<file path="src/rtl/fetch_ctrl_if.sv">
// rtl/fetch_ctrl_if.sv - instruction memory and decode handshake bundle for fetch_ctrl
interface fetch_ctrl_if #(
  parameter int ADDR_W = 10,
  parameter int DATA_W = 32
);
  logic              imem_req;
  logic [ADDR_W-1:0] imem_addr;
  logic [DATA_W-1:0] imem_data;
  logic [DATA_W-1:0] Instruction;
  logic [ADDR_W-1:0] Add;
  logic              inst_valid;
  logic              inst_ready;

  // fetch side: drives memory requests and the decode-facing head entry
  modport master (
    output imem_req, imem_addr, Instruction, Add, inst_valid,
    input  imem_data, inst_ready
  );

  // memory/decode side
  modport slave (
    input  imem_req, imem_addr, Instruction, Add, inst_valid,
    output imem_data, inst_ready
  );
endinterface

</file>
<file path="src/rtl/fetch_ctrl.sv">
// rtl/fetch_ctrl.sv - fetch sequencer: PC, imem requests, 2-entry instruction buffer, branch flush
module fetch_ctrl #(
  parameter int              ADDR_W   = 10,
  parameter int              DATA_W   = 32,
  parameter logic [ADDR_W-1:0] RESET_PC = '0,
  parameter int              CNT_W    = 16
) (
  input  logic              clk,
  input  logic              Reset,
  input  logic              Branch,
  input  logic [ADDR_W-1:0] TargetAddress,
  input  logic              Halt,
  fetch_ctrl_if.master      bus,
  output logic [CNT_W-1:0]  fetch_count
);

  typedef enum logic [1:0] {S_BOOT, S_RUN, S_HALT} state_t;

  state_t            r_state;
  state_t            w_state_nxt;
  logic [ADDR_W-1:0] r_pc;
  logic [1:0]        r_occ;
  logic              r_inflight;
  logic [ADDR_W-1:0] r_inflight_addr;
  logic [DATA_W-1:0] r_buf_data [2];
  logic [ADDR_W-1:0] r_buf_addr [2];
  logic [CNT_W-1:0]  r_fetch_count;

  logic              w_pop;
  logic              w_req;
  logic              w_wr_idx;
  logic [2:0]        w_demand;
  logic [2:0]        w_space;
  logic [ADDR_W-1:0] w_target;

  // head is always slot 0, so valid is purely a function of occupancy
  assign w_pop    = (r_occ != 2'd0) & bus.inst_ready;
  assign w_demand = {1'b0, r_occ} + {2'b00, r_inflight};
  assign w_space  = 3'd2 + {2'b00, w_pop};
  // tail slot after this cycle's pop: occ - pop, only 0 or 1 when a write is legal
  assign w_wr_idx = r_occ[0] ^ w_pop;
  assign w_target = TargetAddress & ~ADDR_W'(3);

  // state register
  always_ff @(posedge clk or negedge Reset) begin
    if (!Reset) r_state <= S_BOOT;
    else        r_state <= w_state_nxt;
  end

  // next state: every state leaves to HALT or RUN purely on the Halt level
  always_comb begin
    w_state_nxt = r_state;
    case (r_state)
      S_BOOT:  w_state_nxt = Halt ? S_HALT : S_RUN;
      S_RUN:   w_state_nxt = Halt ? S_HALT : S_RUN;
      S_HALT:  w_state_nxt = Halt ? S_HALT : S_RUN;
      default: w_state_nxt = S_BOOT;
    endcase
  end

  // outputs: issue only in RUN, not on a redirect, and only if the result fits the buffer
  always_comb begin
    w_req           = (r_state == S_RUN) & ~Branch & (w_demand < w_space);
    bus.imem_req    = w_req;
    bus.imem_addr   = r_pc;
    bus.inst_valid  = (r_occ != 2'd0);
    bus.Instruction = r_buf_data[0];
    bus.Add         = r_buf_addr[0];
    fetch_count     = r_fetch_count;
  end

  // program counter: redirect wins, otherwise advance by one word per issue
  always_ff @(posedge clk or negedge Reset) begin
    if (!Reset) begin
      r_pc            <= RESET_PC;
      r_inflight      <= 1'b0;
      r_inflight_addr <= RESET_PC;
    end else begin
      r_inflight      <= w_req;
      r_inflight_addr <= r_pc;
      if (Branch)     r_pc <= w_target;
      else if (w_req) r_pc <= r_pc + ADDR_W'(4);
    end
  end

  // instruction buffer: shift on pop, capture response at tail, flush on redirect
  always_ff @(posedge clk or negedge Reset) begin
    if (!Reset) begin
      r_occ         <= 2'd0;
      r_buf_data[0] <= '0;
      r_buf_data[1] <= '0;
      r_buf_addr[0] <= '0;
      r_buf_addr[1] <= '0;
    end else if (Branch) begin
      r_occ <= 2'd0;
    end else begin
      if (w_pop) begin
        r_buf_data[0] <= r_buf_data[1];
        r_buf_addr[0] <= r_buf_addr[1];
      end
      if (r_inflight) begin
        r_buf_data[w_wr_idx] <= bus.imem_data;
        r_buf_addr[w_wr_idx] <= r_inflight_addr;
      end
      r_occ <= r_occ - {1'b0, w_pop} + {1'b0, r_inflight};
    end
  end

  // delivered-instruction counter, including a pop that coincides with a redirect
  always_ff @(posedge clk or negedge Reset) begin
    if (!Reset)     r_fetch_count <= '0;
    else if (w_pop) r_fetch_count <= r_fetch_count + CNT_W'(1);
  end

endmodule

</file>
<file path="src/flat_wrapper.sv">
// flat-port wrapper written by rule: the top's interface ports become plain ports
module fetch_ctrl_flat 
#(
  parameter int              ADDR_W   = 10,
  parameter int              DATA_W   = 32,
  parameter logic [ADDR_W-1:0] RESET_PC = '0,
  parameter int              CNT_W    = 16
)
  (clk, Reset, Branch, TargetAddress, Halt, fetch_count, bus_imem_req, bus_imem_addr, bus_Instruction, bus_Add, bus_inst_valid, bus_imem_data, bus_inst_ready);
  fetch_ctrl_if #(.ADDR_W(ADDR_W), .DATA_W(DATA_W)) bus_i ();
  input  logic clk;
  input  logic Reset;
  input  logic Branch;
  input  logic [ADDR_W-1:0] TargetAddress;
  input  logic Halt;
  output logic [CNT_W-1:0] fetch_count;
  output wire logic [$bits(bus_i.imem_req)-1:0] bus_imem_req;
  output wire logic [$bits(bus_i.imem_addr)-1:0] bus_imem_addr;
  output wire logic [$bits(bus_i.Instruction)-1:0] bus_Instruction;
  output wire logic [$bits(bus_i.Add)-1:0] bus_Add;
  output wire logic [$bits(bus_i.inst_valid)-1:0] bus_inst_valid;
  input wire logic [$bits(bus_i.imem_data)-1:0] bus_imem_data;
  input wire logic [$bits(bus_i.inst_ready)-1:0] bus_inst_ready;
  assign bus_imem_req = bus_i.imem_req;
  assign bus_imem_addr = bus_i.imem_addr;
  assign bus_Instruction = bus_i.Instruction;
  assign bus_Add = bus_i.Add;
  assign bus_inst_valid = bus_i.inst_valid;
  assign bus_i.imem_data = bus_imem_data;
  assign bus_i.inst_ready = bus_inst_ready;
  fetch_ctrl #(.ADDR_W(ADDR_W), .DATA_W(DATA_W), .RESET_PC(RESET_PC), .CNT_W(CNT_W)) u_core (.clk(clk), .Reset(Reset), .Branch(Branch), .TargetAddress(TargetAddress), .Halt(Halt), .bus(bus_i), .fetch_count(fetch_count));
endmodule
</file>
<file path="config.mk">
export PLATFORM = sky130hd
export DESIGN_NAME = fetch_ctrl_flat
export DESIGN_NICKNAME = d
export VERILOG_FILES = /design/src/rtl/fetch_ctrl_if.sv /design/src/rtl/fetch_ctrl.sv /design/src/flat_wrapper.sv
export SDC_FILE = /design/constraint.sdc
export NUM_CORES = 1
export LEC_CHECK = 0
export BUFFER_PORTS_ARGS = -buffer_cell sky130_fd_sc_hd__clkbuf_2
export CORE_MARGIN = 2
export CORE_UTILIZATION = 55
export CTS_BUF_LIST = sky130_fd_sc_hd__clkbuf_4 sky130_fd_sc_hd__clkbuf_8 sky130_fd_sc_hd__clkbuf_16
export CTS_CLUSTER_SIZE = 10
export DETAILED_ROUTE_END_ITERATION = 16
export HOLD_SLACK_MARGIN = 0.15
export PLACE_DENSITY_LB_ADDON = 0.05
export SLEW_MARGIN = 20
export SYNTH_ARGS = -nofsm -noshare
export SYNTH_HDL_FRONTEND = slang
export SYNTH_SLANG_ARGS = --single-unit
</file>
<file path="constraint.sdc">
create_clock -name clk -period 3.6 [get_ports clk]
set_input_delay 0.54 -clock clk [delete_from_list [all_inputs] [get_ports clk]]
set_output_delay 0.54 -clock clk [all_outputs]
set_load 0.05 [all_outputs]
</file>
### Word-level counts from Yosys, hierarchy flattened

Cells that the tools add are included.

| word-level totals | value |
|---|---|
| flip-flop bits (word level) | 125 |
| logic and storage cells | 50 |
| bits of input ports | 47 |
| output and inout bits | 70 |

| cells by class | value |
|---|---|
| eq/ne operators | 2 |
| add/subtract/negate cells | 6 |
| order comparisons | 3 |
| mux-type cells | 17 |
| reductions and logical operators | 6 |
| bitwise gates (word level) | 6 |

Operators with widths:

| operator | count |
|---|---|
| $mux 32 | 3 |
| $bwmux 64 | 1 |
| $mux 64 | 1 |
| $mux 10 | 5 |
| $demux 32 s1 | 1 |
| $bwmux 20 | 1 |
| $mux 20 | 1 |
| $add 16x1->16 const B | 1 |
| $add 10x3->10 const B | 1 |
| $demux 10 s1 | 1 |
| $mux 2 | 3 |
| $reduce_bool 2->1 | 2 |
| $add 2x1->3 | 1 |
| $add 2x1->3 const A | 1 |
| $and 1x1->1 | 3 |
| $lt 3x3->1 | 1 |
| $reduce_or 3->1 | 1 |
| $add 2x1->2 | 1 |
| $eq 2x1->1 const B | 1 |
| $eq 2x2->1 const B | 1 |
| $ge 2x2->1 const B | 1 |
| $logic_not 2->1 | 1 |
| $lt 2x1->1 const B | 1 |
| $not 1->2 | 1 |
| 5 further kinds | 5 |

### Longest topological paths before layout

| logic depth | value |
|---|---|
| word-level depth | 10 |
| gate-level depth with buffers | 8 |
| depth with buffers taken out | 7 |

### Worst setup path after synthesis

OpenSTA, ideal clock, no wires.

| timing path | value |
|---|---|
| path kind | register to output |
| from | register u_core.r_inflight |
| to | output bus_imem_req |
| buffers on the path | 0 |
| cell stages (with the launch flop) | 6 |
| data required time | 3,060 ps |
| data arrival time | 1,912 ps |
| path slack | 1,148 ps |
| cell sequence | dfrtp_1 -> ha_1 -> ha_1 -> nor3b_4 -> nand2_1 -> nor2_1 |

| on the way | value |
|---|---|
| longest elaborated chain between the ends | 3 |

Ends and longest elaborated chain:

| what | RTL line | source |
|---|---|---|
| start: declaration | fetch_ctrl.sv:23 | `logic r_inflight;` |
| start signal: assignment | fetch_ctrl.sv:79 | `r_inflight <= w_req;` |
| $add 2x1->3 | fetch_ctrl.sv:38 | `assign w_demand = {1'b0, r_occ} + {2'b00, r_inflight};` |
| $lt 3x3->1 | fetch_ctrl.sv:63 | `w_req = (r_state == S_RUN) & ~Branch & (w_demand < w_space);` |
| $and 1x1->1 | fetch_ctrl.sv:63 |  |
| end: declaration | flat_wrapper.sv:17 | `output wire logic [$bits(bus_i.imem_req)-1:0] bus_imem_req;` |

No other way between the ends.

### Final worst setup path

Ends and elaborated chain as after synthesis.

==> impl_metrics.yaml <==
worst_setup_path:
  critical_path.max_fanout: 5
  arr_time_crit_path_ns: 2.41
  slowest_cell_on_the_critical_path: "sky130_fd_sc_hd__o21ai_0"
  critPathRequiredTime_ns: 3.06
  timing_worst_setup_path_type: "register to primary output"
  start_kind: "register"
  path_buf_inv: 1
  cp_cell_sequence: "ha_1, o21ai_0, nand2_1, nor2_1, clkbuf_2"
  critical-path-top-delay-family: "compound AO/OA/AOI/OAI gates"
  endpoint_class_of_the_critical_path: "primary output"
  critical_path.max_stage_delay_ns: 0.54
place:
  dp_worst_setup_slack_ns: 1.03
  half_perimeter_wire_length_after_detailed_placement_um: 6250
  gp_congestion: 0.710
  port_buffers: 112
clocking:
  cts_sinks: 119
  insertion_delay_ns: 0.52
  numCtsBuffers: 17
  cts.repair_timing.setup_buffer_count: 0
  postCtsHoldBufs: 1
  cts_tree: "built"
  cell_chosen_for_the_clock_root: "sky130_fd_sc_hd__clkbuf_8"
  cts-htree-levels: 4
  post_cts_resized: 0
  clk_pin_slew_worst_paths_ns: 0.06
  cts_buffer_depth: 2
cells_and_area:
  multi_input_gate_area_in_the_final_layout_sq_um: 1950
  syn2layout_area_growth_pct: 18.5
  antenna_cells_inserted: 0
  finalCoreUtilization_pct: 65.9
  finish.net_count: 583
  storage_element_area_sq_um: 2980
  num-fill-cells: 810
  post_route_cells_drive_above_1_share_pct: 35.4
run_status:
  outcome: "complete, no violations"
sta:
  timing.setup.tns_ns: 0
  slew_headroom_pct: 51.2
  whs_ns: 0.182
  final_number_of_max_transition_violations: 0
  timing.final.hold_violations: 0
  min_setup_slack_post_route_ns: 0.652
  timing.final.crit_share_pct: 81.9
  worst_clock_skew_ns: 0.00779
  fin_crit_ns: 2.95
  unrepaired_setup_endpoints_after_global_routing: "false"
  setup_violations: 0
  measured_slew_at_the_worst_slew_check_pin_ns: 0.731
  fmax_mhz: 339
drt:
  route.final.wire_length_um: 9900
  drt_iter0_drc: 76
  wire_per_inst_um: 14.6
  drt-pass1-iter-count: 4
  drcViolationCount: 0
  routed_via_density: 5.19
  detailroute.via_count: 3510
  route.antenna.remaining_nets: 0
synth:
  yosys_warnings: 0
  synth.top_cell.area_share_pct: 55.5
  netlist_area_sq_um: 5360
  yosys_register_bits: 119
  synth.yosys.seq_area_share_pct: 55.5
  synth.distinct_cells: 40
  syn-instance-count: 458
  commonest_cells_in_the_synthesized_netlist: "119 x sky130_fd_sc_hd__dfrtp_1, 44 x sky130_fd_sc_hd__buf_4, 44 x sky130_fd_sc_hd__nor2_1"
  async_reset_ff_share_pct: 100
  post-synth-top-count-cell: "sky130_fd_sc_hd__dfrtp_1"
  synth_ff_type: "sky130_fd_sc_hd__dfrtp_1"
  synth_area_per_cell_sq_um: 11.7
  synth.top_cells.by_area: "sky130_fd_sc_hd__dfrtp_1 56%, sky130_fd_sc_hd__mux2_2 7.8%, sky130_fd_sc_hd__mux2i_1 7.5%"
  synth_top_cell_by_area: "sky130_fd_sc_hd__dfrtp_1"
  synth_edf_count: 0
die:
  core_region_area_sq_um: 9640
  overall_die_width_um: 103
  top_level_ports: 117
  fp-row-count: 36
  initial_utilization_pct: 55.6
  dieArea_sq_um: 10600
  die_height_um: 103
power:
  irDropWorstVdd_mv: 0.482
  power_density_nw_per_um2: 950
  cellLeakagePower_uw: 0.00330
run:
  max_capacitance_violation_count: 0
grt:
  grt_pass1_vias: 3245
  grt_first_pass_wirelength_um: 15600
  grt_start_max_net_pins: 83
  gr-usage-all-layers_pct: 19.5
  grt_overflow: 0
  initial_antenna_violation_count: 0
worst_hold_path:
  min-delay-path-class: "input port to register"
-- power by group --
group / switching (uW) / internal, uW / total, uW
logic: 1570 / 676 / 2250
registers: 289 / 1840 / 2130
clock network: 563 / 1100 / 1660
-- metal layers --
layer,part of all wire (%),vias up,wire length [um],track usage [%]
met1,45,1721,4460,25.2
li1,-,1697,-,-
met4,1.1,0,109,6.98
met3,6.1,9,604,7.46
met5,0,-,0,0
met2,48,83,4720,30.2
-- cell usage in the layout (no fill, tap or decap), types with 5 or more instances in the layout --
master	netlist	layout
sky130_fd_sc_hd__xnor2_1	15	15
sky130_fd_sc_hd__mux2i_1	40	40
sky130_fd_sc_hd__nand2_1	17	16
sky130_fd_sc_hd__ha_1	6	6
sky130_fd_sc_hd__inv_1	5	5
sky130_fd_sc_hd__nor2b_1	9	9
sky130_fd_sc_hd__clkbuf_16	0	16
sky130_fd_sc_hd__o21ai_0	6	6
sky130_fd_sc_hd__clkbuf_8	0	7
sky130_fd_sc_hd__and3_1	5	5
sky130_fd_sc_hd__mux2_2	37	37
sky130_fd_sc_hd__clkbuf_2	0	111
sky130_fd_sc_hd__a21oi_1	42	42
sky130_fd_sc_hd__clkinv_2	0	5
sky130_fd_sc_hd__nand3_1	9	9
sky130_fd_sc_hd__dfrtp_1	119	119
sky130_fd_sc_hd__nand4_1	6	6
sky130_fd_sc_hd__nor2_1	44	44
-- layout make-up --
class | count | share of cell area (%)
clock inverter | 8 | 1.46
sequential | 119 | 46.9
clock buffer | 24 | 7.93
inverter | 5 | 0.295
timing repair buffer | 117 | 10.1
multi-input combinational | 270 | 30.8
tap | 133 | 2.62
-- sequential cells by signal (all words and copies together), names as in the netlist --
name and flops:
u_core.r_state 2, u_core.r_inflight 1, u_core.bus.Instruction 32, u_core.bus.Add 10, u_core.r_occ 2, u_core.r_inflight_addr 8, u_core.r_buf_addr 8, u_core.fetch_count 16
u_core.bus.imem_addr 8, u_core.r_buf_data 32
-- worst register-to-register path: stages (launching register included) --
cell and delay (ns):
sky130_fd_sc_hd__dfrtp_1 0.43, sky130_fd_sc_hd__o21ai_2 0.38, sky130_fd_sc_hd__inv_1 0.16, sky130_fd_sc_hd__ha_1 0.38, sky130_fd_sc_hd__nor3b_2 0.17, sky130_fd_sc_hd__buf_4 0.50, sky130_fd_sc_hd__mux2_2 0.43
-- stage by stage --
stage               instance area [sq um]  std cells  total power [uW]
floorplan                            5370        459              4210
global placement                     5750        643              4340
detailed placement                   5750        643              4420
CTS                                  6350        676              6110
global route                         6350        676              6390
finish                               6350        676              6040
-- final timing paths --
kind / start / end / slack, ns / cells past startpoint
hold reg to reg: u_core.bus.imem_addr[9] / u_core.r_inflight_addr[9] / 0.44 / 0
setup / recovery: u_core.r_inflight / bus_imem_req / 0.65 / 5
min in group asynchronous: Reset / u_core.r_buf_data[30] / 0.64 / 2
max in group asynchronous: Reset / u_core.r_buf_data[26] / 2.17 / 3
setup reg to reg: u_core.r_occ[1] / u_core.r_buf_data[24] / 1.04 / 6
hold / removal: Halt / u_core.r_state[0] / 0.18 / 2
-- cell families after synthesis --
logic type	after synthesis	share of synthesized area (%)
AO/OA/AOI/OAI	60	6.32
buffers and inverters	70	8.40
XOR/XNOR	17	2.78
AND/OR/NAND/NOR	105	9.66
other	1	0.0699
multiplexers	80	15.9
adder cells (fa/ha/maj)	6	1.40
flip-flops	119	55.5
(Power assumes the default switching activity.)
